## config.mk

```make
export PLATFORM = sky130hd
export DESIGN_NAME = qpd_quadrant_combiner
export DESIGN_NICKNAME = d
export VERILOG_FILES = /design/src/rtl/qpd_quadrant_combiner_pkg.sv /design/src/rtl/qpd_window_accumulator.sv /design/src/rtl/qpd_quadrant_combiner.sv
export SDC_FILE = /design/constraint.sdc
export NUM_CORES = 1
export LEC_CHECK = 0
export CORE_ASPECT_RATIO = 0.9
export CORE_MARGIN = 3
export CORE_UTILIZATION = 30
export DETAILED_ROUTE_END_ITERATION = 16
export GPL_ROUTABILITY_DRIVEN = 0
export GPL_TIMING_DRIVEN = 1
export SYNTH_ARGS = -nofsm -noshare
export SYNTH_HDL_FRONTEND = slang
export SYNTH_SLANG_ARGS = --single-unit
```

## constraint.sdc

```tcl
create_clock -name clk -period 11.2 [get_ports clk]
set_input_delay 2.24 -clock clk [delete_from_list [all_inputs] [get_ports clk]]
set_output_delay 2.24 -clock clk [all_outputs]
set_load 0.1 [all_outputs]
```

## src/rtl/qpd_quadrant_combiner_pkg.sv

```systemverilog
// Shared widths, flush sequencer states and the Q1.15 saturation helper for the
// quadrant-photodiode combiner.
//
// Contents:
//   ADC_BIT_SIZE / OUTPUT_BIT_SIZE / OUTPUT_FRAC_SIZE  sample and result formats
//   MAX_AVG_LOG2 / DEFAULT_AVG_LOG2                    averaging exponent range
//   SUB_W / COMB_W / ACC_W                             datapath widths per stage
//   sat_to_q15      clamps an accumulator-width value to Q1.15, flags clipping
//   window_last     last counter value of a 2^k sample window
//   clamp_avg_log2  limits a requested exponent to MAX_AVG_LOG2
package qpd_pkg;

  localparam int ADC_BIT_SIZE     = 16;
  localparam int OUTPUT_BIT_SIZE  = 16;
  localparam int OUTPUT_FRAC_SIZE = 15;
  localparam int MAX_AVG_LOG2     = 8;
  localparam int DEFAULT_AVG_LOG2 = 4;
  localparam int AVG_LOG2_W       = 4;

  localparam int SUB_W  = ADC_BIT_SIZE + 1;
  localparam int COMB_W = ADC_BIT_SIZE + 3;
  localparam int ACC_W  = COMB_W + MAX_AVG_LOG2;

  localparam logic signed [ACC_W-1:0] Q15_MAX = ACC_W'((1 << OUTPUT_FRAC_SIZE) - 1);
  localparam logic signed [ACC_W-1:0] Q15_MIN = ACC_W'(-(1 << OUTPUT_FRAC_SIZE));

  typedef enum logic [1:0] {
    FL_IDLE = 2'd0,
    FL_ONE  = 2'd1,
    FL_TWO  = 2'd2
  } flush_state_t;

  typedef struct packed {
    logic [OUTPUT_BIT_SIZE-1:0] value;
    logic                       hit;
  } sat_t;

  function automatic sat_t sat_to_q15(input logic signed [ACC_W-1:0] v);
    sat_t r;
    if (v > Q15_MAX) begin
      r.value = Q15_MAX[OUTPUT_BIT_SIZE-1:0];
      r.hit   = 1'b1;
    end else if (v < Q15_MIN) begin
      r.value = Q15_MIN[OUTPUT_BIT_SIZE-1:0];
      r.hit   = 1'b1;
    end else begin
      r.value = v[OUTPUT_BIT_SIZE-1:0];
      r.hit   = 1'b0;
    end
    return r;
  endfunction

  // 2^k - 1 computed one bit wider so k = MAX_AVG_LOG2 still yields all ones.
  function automatic logic [MAX_AVG_LOG2-1:0] window_last(input logic [AVG_LOG2_W-1:0] k);
    logic [MAX_AVG_LOG2:0] span;
    span = (MAX_AVG_LOG2+1)'(1) << k;
    span = span - (MAX_AVG_LOG2+1)'(1);
    return span[MAX_AVG_LOG2-1:0];
  endfunction

  function automatic logic [AVG_LOG2_W-1:0] clamp_avg_log2(input logic [AVG_LOG2_W-1:0] k);
    if (k > AVG_LOG2_W'(MAX_AVG_LOG2))
      return AVG_LOG2_W'(MAX_AVG_LOG2);
    return k;
  endfunction

endpackage

```

## src/rtl/qpd_window_accumulator.sv

```systemverilog
// One channel of the box-car averager: accumulates combined samples over a
// 2^k window, scales the window total by 2^(k+2) and saturates it to Q1.15.
//
// Ports:
//   clk, reset    clock, asynchronous active-low reset
//   sample        combined channel value (COMB_W, signed)
//   sample_en     sample is to be accumulated this cycle
//   sample_last   sample closes the current window
//   restart       drop the partial window at this edge
//   k             averaging exponent in force for this window
//   final_valid   scaled window total is waiting to be saturated
//   result        saturated Q1.15 result, held between windows
//   sat_hit       result being registered this cycle is clipped
module qpd_window_accumulator
  import qpd_pkg::*;
(
  input  logic                        clk,
  input  logic                        reset,
  input  logic signed [COMB_W-1:0]    sample,
  input  logic                        sample_en,
  input  logic                        sample_last,
  input  logic                        restart,
  input  logic [AVG_LOG2_W-1:0]       k,
  input  logic                        final_valid,
  output logic [OUTPUT_BIT_SIZE-1:0]  result,
  output logic                        sat_hit
);

  logic signed [ACC_W-1:0] acc;
  logic signed [ACC_W-1:0] acc_next;
  logic signed [ACC_W-1:0] final_q;
  logic [4:0]              shift;
  sat_t                    sat_res;

  assign acc_next = acc + ACC_W'(sample);
  // The extra 2 divides the four-quadrant sum back into one-sample scale.
  assign shift    = 5'(k) + 5'd2;
  assign sat_res  = sat_to_q15(final_q);
  assign sat_hit  = final_valid & sat_res.hit;

  always_ff @(posedge clk or negedge reset) begin
    if (!reset) begin
      acc     <= '0;
      final_q <= '0;
      result  <= '0;
    end else begin
      if (sample_en) begin
        if (sample_last) begin
          final_q <= acc_next >>> shift;
          acc     <= '0;
        end else begin
          acc <= acc_next;
        end
      end
      // A closing sample still produces its result; only the partial sum is lost.
      if (restart)
        acc <= '0;
      if (final_valid)
        result <= sat_res.value;
    end
  end

endmodule

```

## src/rtl/qpd_quadrant_combiner.sv

```systemverilog
// Quadrant-photodiode front end: offset removal, X/Y difference and sum
// forming, 2^k box-car averaging with decimation and Q1.15 saturation.
//
// Ports:
//   clk, reset              clock, asynchronous active-low reset
//   adc_a..adc_d, adc_valid quadrant samples (A TL, B TR, C BL, D BR)
//   offset_a..offset_d      per-quadrant offsets, loaded on offset_update
//   avg_log2, avg_update    averaging exponent, loaded on avg_update
//   clear_overflow          clears the sticky overflow flag
//   XDIFF, YDIFF, SUM       averaged Q1.15 results, held between strobes
//   out_valid               one-cycle strobe when results update
//   overflow                sticky: some channel was clipped
//   busy_flush              restart flush in progress
//
// Flush sequencer
//   state   | meaning
//   FL_IDLE | no restart pending, S3 accepts samples from S2
//   FL_ONE  | first cycle after an update, S2 output discarded
//   FL_TWO  | second cycle after an update, S2 output discarded
module qpd_quadrant_combiner
  import qpd_pkg::*;
(
  input  logic                        clk,
  input  logic                        reset,
  input  logic [ADC_BIT_SIZE-1:0]     adc_a,
  input  logic [ADC_BIT_SIZE-1:0]     adc_b,
  input  logic [ADC_BIT_SIZE-1:0]     adc_c,
  input  logic [ADC_BIT_SIZE-1:0]     adc_d,
  input  logic                        adc_valid,
  input  logic [ADC_BIT_SIZE-1:0]     offset_a,
  input  logic [ADC_BIT_SIZE-1:0]     offset_b,
  input  logic [ADC_BIT_SIZE-1:0]     offset_c,
  input  logic [ADC_BIT_SIZE-1:0]     offset_d,
  input  logic                        offset_update,
  input  logic [AVG_LOG2_W-1:0]       avg_log2,
  input  logic                        avg_update,
  input  logic                        clear_overflow,
  output logic [OUTPUT_BIT_SIZE-1:0]  XDIFF,
  output logic [OUTPUT_BIT_SIZE-1:0]  YDIFF,
  output logic [OUTPUT_BIT_SIZE-1:0]  SUM,
  output logic                        out_valid,
  output logic                        overflow,
  output logic                        busy_flush
);

  logic                            run;
  logic                            accept_in;
  logic                            restart;
  logic signed [ADC_BIT_SIZE-1:0]  off_a, off_b, off_c, off_d;
  logic [AVG_LOG2_W-1:0]           k_reg;
  flush_state_t                    state, state_next;

  logic                            s1_valid;
  logic signed [SUB_W-1:0]         q_a, q_b, q_c, q_d;
  logic signed [COMB_W-1:0]        e_a, e_b, e_c, e_d;
  logic                            s2_valid;
  logic signed [COMB_W-1:0]        x_q, y_q, s_q;

  logic                            acc_en;
  logic                            win_last;
  logic [MAX_AVG_LOG2-1:0]         sample_cnt;
  logic                            final_valid;
  logic                            hit_x, hit_y, hit_s;

  // Deassertion of reset is retimed so the first accepted sample is the one
  // at the second clock edge after release.
  always_ff @(posedge clk or negedge reset) begin
    if (!reset) run <= 1'b0;
    else        run <= 1'b1;
  end

  assign accept_in = adc_valid & run;
  assign restart   = offset_update | avg_update;

  always_ff @(posedge clk or negedge reset) begin
    if (!reset) begin
      off_a <= '0;
      off_b <= '0;
      off_c <= '0;
      off_d <= '0;
      k_reg <= AVG_LOG2_W'(DEFAULT_AVG_LOG2);
    end else begin
      if (offset_update) begin
        off_a <= offset_a;
        off_b <= offset_b;
        off_c <= offset_c;
        off_d <= offset_d;
      end
      if (avg_update)
        k_reg <= clamp_avg_log2(avg_log2);
    end
  end

  always_ff @(posedge clk or negedge reset) begin
    if (!reset) state <= FL_IDLE;
    else        state <= state_next;
  end

  always_comb begin
    state_next = state;
    busy_flush = 1'b0;
    case (state)
      FL_IDLE: state_next = FL_IDLE;
      FL_ONE:  state_next = FL_TWO;
      FL_TWO:  state_next = FL_IDLE;
      default: state_next = FL_IDLE;
    endcase
    if (restart)
      state_next = FL_ONE;
    if (state != FL_IDLE)
      busy_flush = 1'b1;
  end

  // S1: offset removal, one bit of headroom so no clipping is needed.
  always_ff @(posedge clk or negedge reset) begin
    if (!reset) begin
      s1_valid <= 1'b0;
      q_a      <= '0;
      q_b      <= '0;
      q_c      <= '0;
      q_d      <= '0;
    end else begin
      s1_valid <= accept_in;
      if (accept_in) begin
        q_a <= SUB_W'($signed(adc_a)) - SUB_W'(off_a);
        q_b <= SUB_W'($signed(adc_b)) - SUB_W'(off_b);
        q_c <= SUB_W'($signed(adc_c)) - SUB_W'(off_c);
        q_d <= SUB_W'($signed(adc_d)) - SUB_W'(off_d);
      end
    end
  end

  assign e_a = COMB_W'(q_a);
  assign e_b = COMB_W'(q_b);
  assign e_c = COMB_W'(q_c);
  assign e_d = COMB_W'(q_d);

  // S2: left minus right, top minus bottom, and the total.
  always_ff @(posedge clk or negedge reset) begin
    if (!reset) begin
      s2_valid <= 1'b0;
      x_q      <= '0;
      y_q      <= '0;
      s_q      <= '0;
    end else begin
      s2_valid <= s1_valid;
      if (s1_valid) begin
        x_q <= (e_a + e_c) - (e_b + e_d);
        y_q <= (e_a + e_b) - (e_c + e_d);
        s_q <= (e_a + e_b) + (e_c + e_d);
      end
    end
  end

  // S3 control: window counter and result strobes shared by all channels.
  assign acc_en   = s2_valid & ~busy_flush;
  assign win_last = (sample_cnt == window_last(k_reg));

  always_ff @(posedge clk or negedge reset) begin
    if (!reset) begin
      sample_cnt  <= '0;
      final_valid <= 1'b0;
      out_valid   <= 1'b0;
      overflow    <= 1'b0;
    end else begin
      final_valid <= acc_en & win_last;
      if (acc_en)
        sample_cnt <= win_last ? '0 : sample_cnt + MAX_AVG_LOG2'(1);
      if (restart)
        sample_cnt <= '0;
      out_valid <= final_valid;
      if (final_valid & (hit_x | hit_y | hit_s))
        overflow <= 1'b1;
      else if (clear_overflow)
        overflow <= 1'b0;
    end
  end

  qpd_window_accumulator u_acc_x (
    .clk         (clk),
    .reset       (reset),
    .sample      (x_q),
    .sample_en   (acc_en),
    .sample_last (win_last),
    .restart     (restart),
    .k           (k_reg),
    .final_valid (final_valid),
    .result      (XDIFF),
    .sat_hit     (hit_x)
  );

  qpd_window_accumulator u_acc_y (
    .clk         (clk),
    .reset       (reset),
    .sample      (y_q),
    .sample_en   (acc_en),
    .sample_last (win_last),
    .restart     (restart),
    .k           (k_reg),
    .final_valid (final_valid),
    .result      (YDIFF),
    .sat_hit     (hit_y)
  );

  qpd_window_accumulator u_acc_s (
    .clk         (clk),
    .reset       (reset),
    .sample      (s_q),
    .sample_en   (acc_en),
    .sample_last (win_last),
    .restart     (restart),
    .k           (k_reg),
    .final_valid (final_valid),
    .result      (SUM),
    .sat_hit     (hit_s)
  );

endmodule
```

==> flow_summary.yaml, run 1 <==
sta:
  maxSlewHeadroom: 0.1717
  rsz0062_at_grt: "false"
  finalSetupViolCount: 0
  fin_skew_ns: 0.04146
  maxSlewViolCount: 0
  fmax_mhz: 180.7
  tightest_slew_ns: 1.237
  hold_viol: 0
  period_share: 0.4941
  timing.setup.tns_ns: 0
  period_needed_ns: 5.534
yosys:
  syn_nets: 4367
  avgSynthCellArea_sq_um: 8.364
  synthSimpleGateAreaFrac: 0.1674
  yosysWarnings: 0
  synth_edf_count: 0
  synth_compound_area_frac: 0.2419
  ys_types: 107
  postSynth.asyncResetShare: 1.000
  netlist_instances: 3949
  synth_fa_ha_area_frac: 0.1165
  synth-seq-cells: 418
  yosys-mux-area-fraction: 0.05481
  synth_xor_area_frac: 0.04875
  synth-seq-area-share: 0.3167
  syn-cell-area_sq_um: 33030
  synth_top_family_by_area: "compound AO/OA/AOI/OAI gates"
  synth-main-ff-cell: "dfrtp_1"
pwr:
  leakage_uw: 0.01693
  irDropWorstVdd_uv: 170.8
  power_density_nw_per_um2: 256.1
clock_tree:
  postCtsSetupBuffers: 0
  clockBufferDepth: 3
  clk_pin_slew_ns: 0.06
  cts_root_buf: "clkbuf_16"
  postCtsHoldBufs: 0
  numCtsBuffers: 51
  cts_sinks: 418
  h-tree-depth: 2
  worstSkewPairLatency_ns: 0.65
  cts_tree: "built"
  ctsResizeCount: 0
global_route:
  grtUsageTotal: 0.1768
  grt-ovfl-total: 0
  antenna_found_initial: 0
  grt_pass1_vias: 28460
  grt_max_degree: 149
  grt_pass1_wl_um: 163400
placement:
  hpwlAfterDp_um: 76890
  portBuffers: 188
  dp_cells: 5401
worst_setup_path:
  crit_type: "reg -> reg"
  arrival_ns: 6.12
  cpPeakStageDelay_ns: 0.65
  end_kind: "register"
  crit_slowest_cell: "buf_4"
  crit_chain: "buf_4 -> inv_2 -> nor2_1 -> nand2_1 -> ha_1 -> nor3_1 -> a21oi_1 -> o31ai_1 -> xor2_1 -> nor3_1 -> nand3_1 -> or2_1 -> buf_4 -> inv_1 -> buf_4 -> nand2_1 -> or4_1 -> nand2_1"
  critPathLaunchType: "register"
  required_ns: 11.79
  critical_path.max_fanout: 68
  r2r_slack_ns: 5.67
  crit_family: "simple AND/OR/NAND/NOR gates"
  crit_buf_inv: 5
floorplanning:
  die_area_sq_um: 114100
  ios: 189
  core_area_sq_um: 108300
  rows: 114
  die_width_um: 355.8
  start_util: 0.3051
  die_h_um: 320.8
detailed_routing:
  vias_per_cell: 5.377
  drtIter0Drc: 2403
  drt-total-wl_um: 102400
  ant_nets: 0
  drc: 0
  num_vias: 29550
  wl_per_cell_um: 18.63
  dr.pass1.iters: 8
layout:
  final_net_count: 4422
  final_common_cell: "nand2_1"
  fin_cells: 5496
  synthToLayoutAreaGrowth_pct: 15.30
  diodes: 0
  seqCellArea_sq_um: 10470
  drive_gt1_frac: 0.06871
  final_cell_mix: "nand2_1 (435), dfrtp_1 (413), o21ai_0 (360), a21oi_1 (337), nor2_1 (333)"
  fillCellCount: 11180
  multiInputGateArea_sq_um: 20860
flow_run:
  cap_violations: 0
hold_path:
  hp-class: "reg -> reg"
status:
  status: "complete, no violations"
[where the power goes]
group	internal [uW]	switching, uW	total, uW
combinational	2350	3610	5960
sequential	1720	223	1940
clock	1110	734	1850
total	5180	4570	9750
[cells by family (layout without fill, tap and decap cells)]
kind of cell | after synthesis | in the layout
flops | 418 | 418
xor+xnor | 183 | 183
buf+inv | 465 | 562
mux | 137 | 137
compound gates | 1256 | 1256
simple gates | 1209 | 1209
other cells | 1 | 1
fa+ha+maj | 280 | 280
[final timing paths]
kind / from / end / cells after the start
worst max-delay path: k_reg[0]$_DFFE_PN0P_ / u_acc_s.final_q[0]$_DFFE_PN0P_ / 18
worst min-delay path: state[1]$_DFF_PN0_ / state[1]$_DFF_PN0_ / 1
worst max register to register: k_reg[0]$_DFFE_PN0P_ / u_acc_s.final_q[0]$_DFFE_PN0P_ / 18
worst min register to register: state[1]$_DFF_PN0_ / state[1]$_DFF_PN0_ / 1
max in group asynchronous: reset / k_reg[1]$_DFFE_PN0P_ / 2
min in group asynchronous: reset / y_q[3]$_DFFE_PN0P_ / 1
[through the flow]
step                      cell area, sq um  power [uW]  hold slack (ns)  worst slack [ns]  utilization
after floorplan                      33030        6175           0.3519             6.341            -
after CTS                            38080        9758           0.4341             5.753       0.3518
after global placement               36210        7799           0.4223             5.071       0.3344
final                                38080        9754           0.4384             5.666       0.3518
after detailed placement             36210        7858           0.4262             5.098       0.3344
after global routing                 38080       10510           0.4815             5.215       0.3518
[cells in the mapped netlist (36+ instances only)]
cell type | number | share of area
nor2_1 | 334 | 0.038
mux2i_1 | 50 | 0.015
nand2_1 | 436 | 0.050
fa_1 | 46 | 0.028
dfrtp_1 | 417 | 0.32
nand3_1 | 91 | 0.014
a211oi_1 | 41 | 0.0093
o21ai_0 | 360 | 0.055
nor3_1 | 94 | 0.014
ha_1 | 234 | 0.089
mux2_2 | 56 | 0.019
xor2_1 | 60 | 0.016
a21oi_1 | 338 | 0.051
o31ai_1 | 36 | 0.0082
o21a_1 | 42 | 0.0095
o211ai_1 | 39 | 0.0089
a21o_1 | 63 | 0.014
inv_1 | 245 | 0.028
xnor2_1 | 122 | 0.032
clkbuf_1 | 178 | 0.020
[worst register-to-register path, delay by kind of cell, from the launching register on]
family	cells	cell delay, ns
AOI/OAI and AO/OA	2	0.33
xor gates and xnor gates	1	0.11
adders and majority gates	1	0.23
buffers and inverters	5	2.03
DFF	1	0.50
and+or+nand+nor	9	2.26
[metal layers]
metal / vias to the layer above / share of wire / wire length [um] / global-route usage
li1: 14310 / - / - / -
met1: 14150 / 0.46 / 47550 / 0.2506
met2: 928 / 0.45 / 46230 / 0.2824
met3: 163 / 0.058 / 5925 / 0.02364
met4: 0 / 0.026 / 2657 / 0.04814
met5: - / 0 / 0 / 0
[final cells by class]
class / count / share of cell area
clock buffer: 66 / 0.03844
clock inverter: 29 / 0.01081
inverter: 248 / 0.02444
multi-input combinational: 3066 / 0.5479
sequential: 418 / 0.2749
tap: 1450 / 0.04764
timing repair buffer: 219 / 0.05592
Power figures use the tool's default switching activity.
==> run 2: changes to the inputs <==
==> constraint.sdc (replaced) <==
create_clock -name clk -period 5.3 [get_ports clk]
set_input_delay 1.06 -clock clk [delete_from_list [all_inputs] [get_ports clk]]
set_output_delay 1.06 -clock clk [all_outputs]
set_load 0.1 [all_outputs]
==> flow_summary.yaml, run 2 (synthesis gave the netlist of run 1 again) <==
status:
  status: "complete, no violations"
layout:
  diodes: 0
  multiInputGateArea_sq_um: 20860
  drive_gt1_frac: 0.06739
  final_common_cell: "nand2_1"
  seqCellArea_sq_um: 10470
  final_net_count: 4435
  synthToLayoutAreaGrowth_pct: 15.05
  final_cell_mix: "nand2_1 (435), dfrtp_1 (413), o21ai_0 (360), a21oi_1 (337), nor2_1 (334)"
  fillCellCount: 11140
worst_setup_path:
  crit_chain: "ha_1 -> fa_1 -> a21o_1 -> a21oi_1 -> o21bai_1 -> a21oi_1 -> o21bai_1 -> a41o_1 -> o21ai_0 -> xnor2_1 -> ha_1 -> o41ai_1 -> a21oi_1 -> nor2_1 -> nor2_1 -> xnor2_1 -> mux2_2"
  crit_slowest_cell: "o41ai_1"
  required_ns: 5.79
  reg2reg_depth: 17
  end_kind: "register"
  path_common_cell: "a21oi_1"
  critical_path.max_fanout: 11
  cp-endpoint: "y_q[16]$_DFFE_PN0P_"
  critPathLaunchType: "register"
  reg2reg_from: "q_a[0]$_DFFE_PN0P_"
  cpPeakStageDelay_ns: 0.67
  cp-startpoint: "q_a[0]$_DFFE_PN0P_"
  arrival_ns: 5.16
  r2r_slack_ns: 0.63
  crit_type: "reg -> reg"
  r2r_end: "y_q[16]$_DFFE_PN0P_"
sta:
  fin_skew_ns: 0.03795
  hold_viol: 0
  maxSlewHeadroom: 0.2005
  rsz0062_at_grt: "false"
  finalSetupViolCount: 0
  period_needed_ns: 4.673
  period_share: 0.8818
  fmax_mhz: 214.0
  timing.setup.tns_ns: 0
  maxSlewViolCount: 0
  tightest_slew_ns: 1.194
pwr:
  finalPower_uw: 20120
  irDropWorstVdd_uv: 314.6
  leakage_uw: 0.01689
  power_density_nw_per_um2: 529.5
placement:
  hpwlAfterDp_um: 78670
  portBuffers: 188
detailed_routing:
  drt-met1-wl_um: 48260
  highest_layer: "met4"
  met2_length_um: 46460
  ant_nets: 0
  wl_met3_um: 6796
  drt-total-wl_um: 103900
  drc: 0
  vias_per_cell: 5.431
  wl_per_cell_um: 18.90
  drtIter0Drc: 2520
  num_vias: 29880
  dr.pass1.iters: 7
floorplanning:
  die_width_um: 355.8
  ios: 189
  die_h_um: 320.8
  start_util: 0.3051
  core_area_sq_um: 108300
  die_area_sq_um: 114100
  rows: 114
clock_tree:
  cts_sinks: 418
  cts_root_buf: "clkbuf_16"
  clk_pin_slew_ns: 0.06
  cts_tree: "built"
  numCtsBuffers: 50
  worstSkewPairLatency_ns: 0.64
  postCtsSetupBuffers: 0
  h-tree-depth: 2
  clockBufferDepth: 3
  postCtsHoldBufs: 0
  ctsResizeCount: 0
hold_path:
  hp-class: "reg -> reg"
global_route:
  grtUsageTotal: 0.1790
  grt_max_degree: 126
  grt-ovfl-total: 0
  antenna_found_initial: 0
  grt_pass1_wl_um: 165000
  grt_pass1_vias: 28760
flow_run:
  cap_violations: 0
## run 2: final cells by class
class	instances	area share
sequential	418	0.2755
multi-input combinational	3066	0.5489
inverter	248	0.02450
clock inverter	17	0.006651
tap	1450	0.04774
timing repair buffer	233	0.05979
clock buffer	69	0.03691
## run 2: how the worst min path moves through the flow
stage | slack (ns) | from | end | cells past startpoint
4_1_cts | 0.44 | state[1]$_DFF_PN0_ | state[1]$_DFF_PN0_ | 1
5_1_grt | 0.47 | state[1]$_DFF_PN0_ | state[1]$_DFF_PN0_ | 1
6_report | 0.44 | state[1]$_DFF_PN0_ | state[1]$_DFF_PN0_ | 1
3_3_place_gp | 0.42 | state[1]$_DFF_PN0_ | state[1]$_DFF_PN0_ | 1
3_5_place_dp | 0.43 | state[1]$_DFF_PN0_ | state[1]$_DFF_PN0_ | 1
2_1_floorplan | 0.35 | s1_valid$_DFF_PN0_ | s2_valid$_DFF_PN0_ | 0
## run 2: per-stage QoR
step                      setup WS (ns)  utilization  std cells  instance area (sq um)  hold WS [ns]
after floorplan                   1.141            -       3949                  33030        0.3519
final                            0.6266       0.3510       5501                  38000        0.4374
after global routing             0.2931       0.3510       5501                  38000        0.4659
after detailed placement         0.6668       0.3357       5415                  36350        0.4336
after global placement           0.6997       0.3357       5415                  36350        0.4206
after CTS                        0.6138       0.3510       5501                  38000        0.4416
## run 2: power by group
group	internal, uW	total (uW)	leakage [uW]	switching (uW)
clock	2090	3580	0.000806	1490
combinational	5000	12400	0.0106	7420
sequential	3630	4120	0.00544	491
## run 2: worst max-delay path: cells and delay by family, from the launching register on
kind | cells | cell delay [ns]
and+or+nand+nor | 2 | 0.18
muxes | 1 | 0.26
xor gates and xnor gates | 2 | 0.30
adders and majority gates | 3 | 1.12
AOI/OAI and AO/OA | 9 | 2.26
DFF | 1 | 0.41
## run 2: metal layers
layer  up-vias  GRT usage
li1      14320          -
met1     14350     0.2542
met5         -          0
met3       164    0.02744
met2      1036     0.2837
met4         0    0.04657
